## config.mk

```make
export PLATFORM = sky130hd
export DESIGN_NAME = uart_tx_arbiter
export DESIGN_NICKNAME = d
export VERILOG_FILES = /design/src/rtl/uart_tx_arbiter.sv
export SDC_FILE = /design/constraint.sdc
export NUM_CORES = 1
export LEC_CHECK = 0
export ABC_AREA = 1
export BUFFER_PORTS_ARGS = -buffer_cell sky130_fd_sc_hd__clkbuf_2
export CAP_MARGIN = 20
export CORE_AREA = 2 2 183 185
export CTS_CLUSTER_DIAMETER = 100
export CTS_CLUSTER_SIZE = 20
export DETAILED_ROUTE_END_ITERATION = 8
export DIE_AREA = 0 0 185 187
export PLACE_DENSITY_LB_ADDON = 0.2
export REMOVE_ABC_BUFFERS = 1
export SLEW_MARGIN = 20
export SYNTH_ARGS = -nofsm -noshare
export SYNTH_HDL_FRONTEND = slang
export SYNTH_SLANG_ARGS = --single-unit
```

## constraint.sdc

```tcl
create_clock -name clock_4x -period 3.9 [get_ports clock_4x]
set_clock_uncertainty 0.15 [all_clocks]
set_input_delay 0.39 -clock clock_4x [delete_from_list [all_inputs] [get_ports clock_4x]]
set_output_delay 0.39 -clock clock_4x [all_outputs]
set_load 0.005 [all_outputs]
```

## src/rtl/uart_tx_arbiter.sv

```systemverilog
// Arbitrates NUM_REQ packet sources onto one UART encoder packet port and paces
// transmission; define UART_ARB_FIXED_PRIO_EN for fixed priority (lowest index wins).
module uart_tx_arbiter #(
    parameter int NUM_REQ    = 4,
    parameter int MAX_BYTES  = 11,
    parameter int BIT_DIV    = 4,
    parameter int GUARD_BITS = 4
) (
    input  logic                           clock_4x,
    input  logic                           reset,
    input  logic [NUM_REQ-1:0]             req,
    input  logic [NUM_REQ*MAX_BYTES*8-1:0] req_bytes,
    input  logic [NUM_REQ*4-1:0]           req_num_bytes,
    output logic [NUM_REQ-1:0]             grant,
    output logic                           drop_err,
    output logic [MAX_BYTES*8-1:0]         tx_bytes,
    output logic [3:0]                     tx_num_bytes,
    output logic                           tx_valid,
    output logic                           busy
);

    localparam int IDX_W  = (NUM_REQ > 1) ? $clog2(NUM_REQ) : 1;
    localparam int HOLD_W = $clog2(2*BIT_DIV) + 1;

    typedef enum logic [1:0] {IDLE, LOAD, STROBE, WAIT} state_t;

    state_t              state, state_next;
    logic [IDX_W-1:0]    winner;
    logic [IDX_W-1:0]    win_sel;
    logic [HOLD_W-1:0]   hold_cnt;
    logic [11:0]         wait_cnt;
    logic [11:0]         wait_load;
    logic [3:0]          sel_num;
    logic                sel_bad;

    // First requester found scanning upward from start, wrapping at NUM_REQ.
    function automatic logic [IDX_W-1:0] pick(input logic [NUM_REQ-1:0] r,
                                              input logic [IDX_W-1:0]   start);
        logic [IDX_W-1:0] w;
        logic             found;
        int               idx;
        w     = '0;
        found = 1'b0;
        for (int k = 0; k < NUM_REQ; k++) begin
            idx = (int'(start) + k) % NUM_REQ;
            if (!found && r[idx]) begin
                w     = IDX_W'(idx);
                found = 1'b1;
            end
        end
        return w;
    endfunction

`ifdef UART_ARB_FIXED_PRIO_EN
    assign win_sel = pick(req, '0);
`else
    logic [IDX_W-1:0] rr_ptr;
    assign win_sel = pick(req, rr_ptr);

    always_ff @(posedge clock_4x or posedge reset) begin
        if (reset)
            rr_ptr <= '0;
        else if (state == LOAD)
            rr_ptr <= (winner == IDX_W'(NUM_REQ-1)) ? '0 : winner + 1'b1;
    end
`endif

    assign sel_num   = req_num_bytes[winner*4 +: 4];
    assign sel_bad   = (sel_num == 4'd0) || ({28'd0, sel_num} > 32'(MAX_BYTES));
    // 12 frame bit times per byte plus the guard gap, in clock_4x cycles.
    assign wait_load = (12'(tx_num_bytes) * 12'd12 + 12'(GUARD_BITS)) * 12'(BIT_DIV) - 12'd1;

    always_ff @(posedge clock_4x or posedge reset) begin
        if (reset) begin
            state        <= IDLE;
            winner       <= '0;
            hold_cnt     <= '0;
            wait_cnt     <= '0;
            tx_bytes     <= '0;
            tx_num_bytes <= '0;
        end else begin
            state <= state_next;
            case (state)
                IDLE: winner <= win_sel;
                LOAD: begin
                    hold_cnt <= HOLD_W'(2*BIT_DIV-1);
                    if (!sel_bad) begin
                        tx_bytes     <= req_bytes[winner*MAX_BYTES*8 +: MAX_BYTES*8];
                        tx_num_bytes <= sel_num;
                    end
                end
                STROBE: begin
                    if (hold_cnt == '0)
                        wait_cnt <= wait_load;
                    else
                        hold_cnt <= hold_cnt - 1'b1;
                end
                WAIT: begin
                    if (wait_cnt != 12'd0)
                        wait_cnt <= wait_cnt - 12'd1;
                end
                default: ;
            endcase
        end
    end

    always_comb begin
        state_next = state;
        grant      = '0;
        drop_err   = 1'b0;
        tx_valid   = 1'b0;
        busy       = (state != IDLE);
        case (state)
            IDLE: if (|req) state_next = LOAD;
            LOAD: begin
                grant[winner] = 1'b1;
                drop_err      = sel_bad;
                state_next    = sel_bad ? IDLE : STROBE;
            end
            // Strobe spans two encoder bit clocks so the encoder is sure to latch it.
            STROBE: begin
                tx_valid = 1'b1;
                if (hold_cnt == '0) state_next = WAIT;
            end
            WAIT: if (wait_cnt == 12'd0) state_next = IDLE;
            default: state_next = IDLE;
        endcase
    end

endmodule

```

### Yosys cells after proc, flatten, opt, wreduce, memory -nomap -nowiden

Cells that the tools add are included.

| word-level totals | value |
|---|---|
| register bits | 114 |
| bits of input ports | 374 |
| bits in writable memories | 0 |
| logic and storage cells | 97 |
| memories | 0 |
| output and inout port bits | 99 |
| bits in latches | 0 |
| memory bits (read-only) | 0 |

| cells by class | value |
|---|---|
| shift operators | 2 |
| divide/modulo/power cells | 0 |
| reduce and logical (&&, ||, !) cells | 24 |
| eq/ne operators | 9 |
| add/subtract/negate cells | 8 |
| mux-type cells | 34 |
| multipliers | 2 |
| bitwise gates (word level) | 4 |
| magnitude comparators | 7 |

Operators with widths:

| operator | number |
|---|---|
| $shiftx A352 B10 Y88 | 1 |
| $mux W12 | 2 |
| $pmux W12 S2 | 1 |
| $mux W2 | 9 |
| $shiftx A16 B5 Y4 | 1 |
| $mux W1 | 13 |
| $logic_not A12 Y1 | 1 |
| $lt A3 B4 Y1 const B | 3 |
| $reduce_bool A12 Y1 | 1 |
| $sub A11 B1 Y12 const B | 1 |
| $sub A12 B1 Y12 const B | 1 |
| $ne A2 B2 Y1 const B | 5 |
| $add A8 B3 Y9 const B | 1 |
| $bmux W1 S2 | 4 |
| $logic_not A4 Y1 | 2 |
| $mux W4 | 2 |
| $pmux W2 S4 | 1 |
| $pmux W4 S2 | 1 |
| $eq A2 B2 Y1 const B | 3 |
| $lt A2 B3 Y1 const B | 2 |
| $mul A2 B4 Y6 const B | 1 |
| $mul A4 B2 Y6 const B | 1 |
| $reduce_and A3 Y1 | 2 |
| $reduce_bool A2 Y1 | 3 |
| 16 further kinds | 28 |

### Longest topological paths before layout

| logic depth | value |
|---|---|
| depth after elaboration | 14 |
| gate-level depth with buffers | 15 |
| gate-level depth less buffers | 15 |

### Worst setup path after synthesis

Ideal clock, no wire load.

| timing | value |
|---|---|
| path kind | reg2reg |
| from | register tx_num_bytes[1] |
| to | register wait_cnt[9] |
| data arrival time | 2.041 ns |
| cell stages (with the launch flop) | 14 |
| path buffers | 0 |
| slack | 1.592 ns |
| data required time | 3.633 ns |
| clock period less this slack | 2.308 ns |
| setup time | 0.117 ns |
| cell sequence | dfrtp_1 -> ha_1 -> fa_1 -> nand3_1 -> nor2_1 -> inv_1 -> nand2_1 -> nand2_1 -> nor2_1 -> inv_1 -> nand2_1 -> nand3_1 -> nand3_1 -> nand2_1 |

| between the ends | value |
|---|---|
| cells in the longest elaborated chain, start to end | 5 |

Ends and longest elaborated chain:

| what | line | text |
|---|---|---|
| start, declared | 17 | `output logic [3:0] tx_num_bytes,` |
| start signal, assigned | 89 | `tx_num_bytes <= sel_num;` |
| $mul A4 B2 Y6 | 71 | `assign wait_load = (12'(tx_num_bytes) * 12'd12 + 12'(GUARD_BITS)) * 12'(BIT_DIV) - 12'd1;` |
| $add A8 B3 Y9 | 71 |  |
| $sub A11 B1 Y12 | 71 |  |
| $mux W12 | 93 | `if (hold_cnt == '0)` |
| $pmux W12 S2 | 83 | `case (state)` |
| end signal, assigned | 94 | `wait_cnt <= wait_load;` |
| end signal, assigned | 100 | `wait_cnt <= wait_cnt - 12'd1;` |
| end, declared | 31 | `logic [11:0] wait_cnt;` |

No other way between the ends. The select of a mux whose other input is x is not followed.
A chain may end at the register's enable or synchronous reset.

### Worst setup path after layout

| timing | value |
|---|---|
| from | register winner[1] |
| to | output port grant[3] |

| between the ends | value |
|---|---|
| cells in the longest elaborated chain, start to end | 5 |
| elaborated cells on any way between the ends | 6 |
| those cells by class | 2 x order compare; 3 x mux; 1 x reduce/logical |

Ends and longest elaborated chain:

| what | line | text |
|---|---|---|
| start, declared | 28 | `logic [IDX_W-1:0] winner;` |
| start signal, assigned | 84 | `IDLE: winner <= win_sel;` |
| $lt A2 B3 Y1 (not written as such) / $ge A2 B1 Y1 (equally long branches) | 116 | `grant[winner] = 1'b1;` |
| $logic_and A1 B1 Y1 (not written as such) | 116 |  |
| $mux W1 (not written as such) | 116 |  |
| $demux W1 S2 * | 116 |  |
| $mux W4 * | 113 | `case (state)` |
| end, declared | 14 | `output logic [NUM_REQ-1:0] grant,` |

Every way passes the cells marked *; elsewhere a longest branch is shown, timed or not.

==> metrics.md <==
| Metric | Value |
|---|---|
| Initial DRT Pass Iterations | 7 |
| Antenna violations before repair | 3 |
| Hold_ws | -0.0179 ns |
| Unique cell type count in the Yosys netlist | 35 |
| Max Cap Violations | 0 |
| Routed WL | 32600 um |
| TritonCTS clock tree | done |
| Violated checks | hold timing |
| Vias in the first global route | 9065 |
| Root buffer cell | clkbuf_16 |
| Post-synthesis cell area | 8000 um2 |
| Sink Count | 114 |
| Post-CTS Repair Setup Buffers | 0 |
| Final Slew Violations | 0 |
| Setup TNS | 0 ns |
| Clock Tree Buf Depth | 2 |
| IO Count | about 470 |
| Fin crit period | approximately 2.7 ns |
| CTS clk-pin slew, worst paths | 0.06 ns |
| CP startpoint kind | register |
| Gr usage total | 0.186 |
| Cts hold-fix bufs | 0 |
| # setup viols final | 0 |
| Final Cell Area | 11200 um2 |
| Flops & latches, synth | 114 |
| Final core occ | 0.342 |
| Area grow syn2layout | 40.5% |
| Die area | 34600 um2 |
| Worst path top cell family by delay | buffers and inverters |
| Seq/Total Area, Yosys | 0.357 |
| Final setup margin | 1.18 ns |
| Vias/cell | 4.52 |
| Critical path class | register to output port |
| Crit path cell chain | buf_4 -> ha_1 -> inv_1 -> nor2_1 -> clkbuf_2 |
| CP endpoint | grant[3] |
| Port bufs | 472 |
| Worst slew margin | 0.379 |
| Number of cells on the critical path | 5 |
| Number of nets with antenna violations after routing | 0 |
| Placed cell area | roughly 11000 um2 |
| Initial Utilization | 0.243 |
| Max stage delay cell, worst path | buf_4 |
| Crit-path max cell delay | approximately 0.73 ns |
| Worst vdd ir | 392 uV |
| WL per Instance | 15.8 um |
| Gr ovfl total | 0 |
| Num CTS Buffers | 17 |
| Max H-tree Level | 4 |
| Final hold violations | 9 |
| Die Ht | 187 um |
| RSZ-0062 raised after global routing | no |
| Register-to-register path setup slack | approximately 1.4 ns |
| Worst-Skew Late Latency | 0.42 ns |
| Core Rows | 67 |
| Syn_area_per_cell | 6.74 um2 |
| Crit path from | winner[1]$_DFFE_PP0P_ |
| Power Dens Cells | 750 nW/um2 |
| DR iter-0 viols | 421 |
| Fin crit share | 0.697 |
| Hpwl dp | about 25000 um |
| DR vias | roughly 9300 |
| RD Place Congestion | between 0.8 and 0.9 |
| Most common cell after layout, fill and taps aside | clkbuf_2 |
| F_max | 368 MHz |
| Worst Tran Pin Value | between 0.9 and 1 ns |
| FF-to-FF Start | winner[0]$_DFFE_PP0P_ |
| Critical Path AT | around 2.2 ns |
| Core area | roughly 33000 um2 |
| Layout cells sized above 1 | 0.336 |
| Buf/Inv on CP | 3 |
| Status | complete, but fails checks |
| Crit end category | output port |
| Number of remaining DRC errors | 0 |
| Nets@finish | 1992 |
| Post-Synthesis Cells | 1186 |
| Die Wd | approximately 190 um |
| Filler cell count | 3754 |
| P_leak | slightly above 6 nW |
| Pin count of the biggest net entering global routing | 95 |
| Ys Warns | 0 |
| Critical R2R Capture | tx_bytes[77]$_DFFE_PP0P_ |
| Commonest non-fill, non-tap cells in the layout | clkbuf_2 (472), o21ai_0 (225), nor2_1 (213), nand2_1 (169), inv_1 (137) |
| Critical path fanouts, max | a little over 90 |
| Worst reg2reg path depth | 8 |
| Post-CTS sizing | 0 |
| Min-delay worst type | primary input to async pin |
| First-pass GRT wire length | 50000 um |
| Critical Path RT | roughly 3.4 ns |
| Placement Setup Slack | 1.37 ns |
[cells by family (layout without fill, tap and decap cells)]
| kind of cell | after synthesis | count (layout) | synth area share |
|---|---|---|---|
| AND/OR/NAND/NOR | 424 | 424 | 0.209 |
| AO/OA/AOI/OAI | 409 | 409 | 0.283 |
| buffers and inverters | 222 | 654 | 0.125 |
| flip-flops | 114 | 114 | 0.357 |
| adder cells (fa/ha/maj) | 13 | 13 | 0.0213 |
| XOR/XNOR | 4 | 4 | 0.00438 |
| other | 0 | 2 | 0 |
[synth_stat cells (all sizes together)]
| cell type | number | area share |
|---|---|---|
| o21ai | 303 | 0.20 |
| nor2 | 213 | 0.10 |
| nand2 | 170 | 0.080 |
| inv | 140 | 0.066 |
| dfrtp | 114 | 0.36 |
| o22ai | 88 | 0.069 |
| clkbuf | 46 | 0.022 |
| buf | 36 | 0.038 |
| nand3 | 31 | 0.021 |
| ha | 12 | 0.019 |
| a21oi | 8 | 0.0050 |
| nand4 | 5 | 0.0039 |
| a31oi | 4 | 0.0031 |
| xor2 | 3 | 0.0033 |
| o22a | 2 | 0.0022 |
| a21o | 1 | 0.00094 |
| a221oi | 1 | 0.0011 |
| and2 | 1 | 0.00078 |
| and3 | 1 | 0.00078 |
| fa | 1 | 0.0025 |
| nor3 | 1 | 0.0013 |
| nor4 | 1 | 0.00078 |
| o21a | 1 | 0.00094 |
| o311ai | 1 | 0.0011 |
| or2 | 1 | 0.00078 |
| xnor2 | 1 | 0.0011 |
[flip-flops by register name (all words and copies together), names as in the netlist, named ones only]
signal        count
hold_cnt          4
rr_ptr            2
state             1
tx_bytes         88
tx_num_bytes      4
wait_cnt         12
winner            2
[area by class of cell]
| class | count | area [um2] | share of cell area |
|---|---|---|---|
| well taps | 448 | 561 | 0.0499 |
| repair buffers | 482 | 2490 | 0.221 |
| clock buffers | 19 | 433 | 0.0385 |
| clock inverters | 13 | 209 | 0.0186 |
| multi-input cells | 850 | 4150 | 0.369 |
| diodes | 2 | 5.00 | 0.000445 |
| flip-flops and latches | 114 | 2860 | 0.254 |
| inverters | 140 | 533 | 0.0474 |
[how the worst min path moves through the flow]
| stage | start | to | cells after the start |
|---|---|---|---|
| 6_report | reset | tx_bytes[35]$_DFFE_PP0P_ | 2 |
| 5_1_grt | reset | tx_bytes[35]$_DFFE_PP0P_ | 2 |
| 4_1_cts | reset | tx_bytes[35]$_DFFE_PP0P_ | 2 |
| 3_5_place_dp | tx_bytes[60]$_DFFE_PP0P_ | tx_bytes[60]$_DFFE_PP0P_ | 2 |
| 3_3_place_gp | tx_bytes[67]$_DFFE_PP0P_ | tx_bytes[67]$_DFFE_PP0P_ | 2 |
| 2_1_floorplan | wait_cnt[11]$_DFFE_PP0P_ | wait_cnt[11]$_DFFE_PP0P_ | 2 |
[report_power, final]
group          internal [mW]  leakage, nW  switching [mW]
logic                   1.63         4.33            2.93
registers               1.73         1.41           0.381
clock network           1.14        0.304           0.609
total                   4.50         6.05            3.92
[metrics by stage]
stage / std cells / total power, mW
6_report: 2068 / 8.42
5_1_grt: 2068 / 9.24
4_1_cts: 2066 / 8.56
3_5_place_dp: 2034 / 6.75
3_3_place_gp: 2034 / 6.69
2_1_floorplan: 1104 / 4.94
[routing by layer]
| metal | share of wire | routed length [um] | track usage | vias up |
|---|---|---|---|---|
| met5 | 0.00040 | 13 | 0 | - |
| met3 | 0.056 | 1840 | 0.0479 | 46 |
| met2 | 0.50 | 16500 | 0.325 | 285 |
| met1 | 0.41 | 13500 | 0.224 | 4239 |
| met4 | 0.025 | 822 | 0.0571 | 2 |
| li1 | - | - | - | 4774 |
[worst reg2reg max path: stages, from the launching register on]
cell and delay (ns):
dfrtp_4 0.55, inv_6 0.34, o21ai_0 0.14, o22a_1 0.22, nand4_1 0.16, nand3_4 0.25
buf_12 0.31, nand2_1 0.20, o21ai_0 0.09
Power figures use the tool's default switching activity.
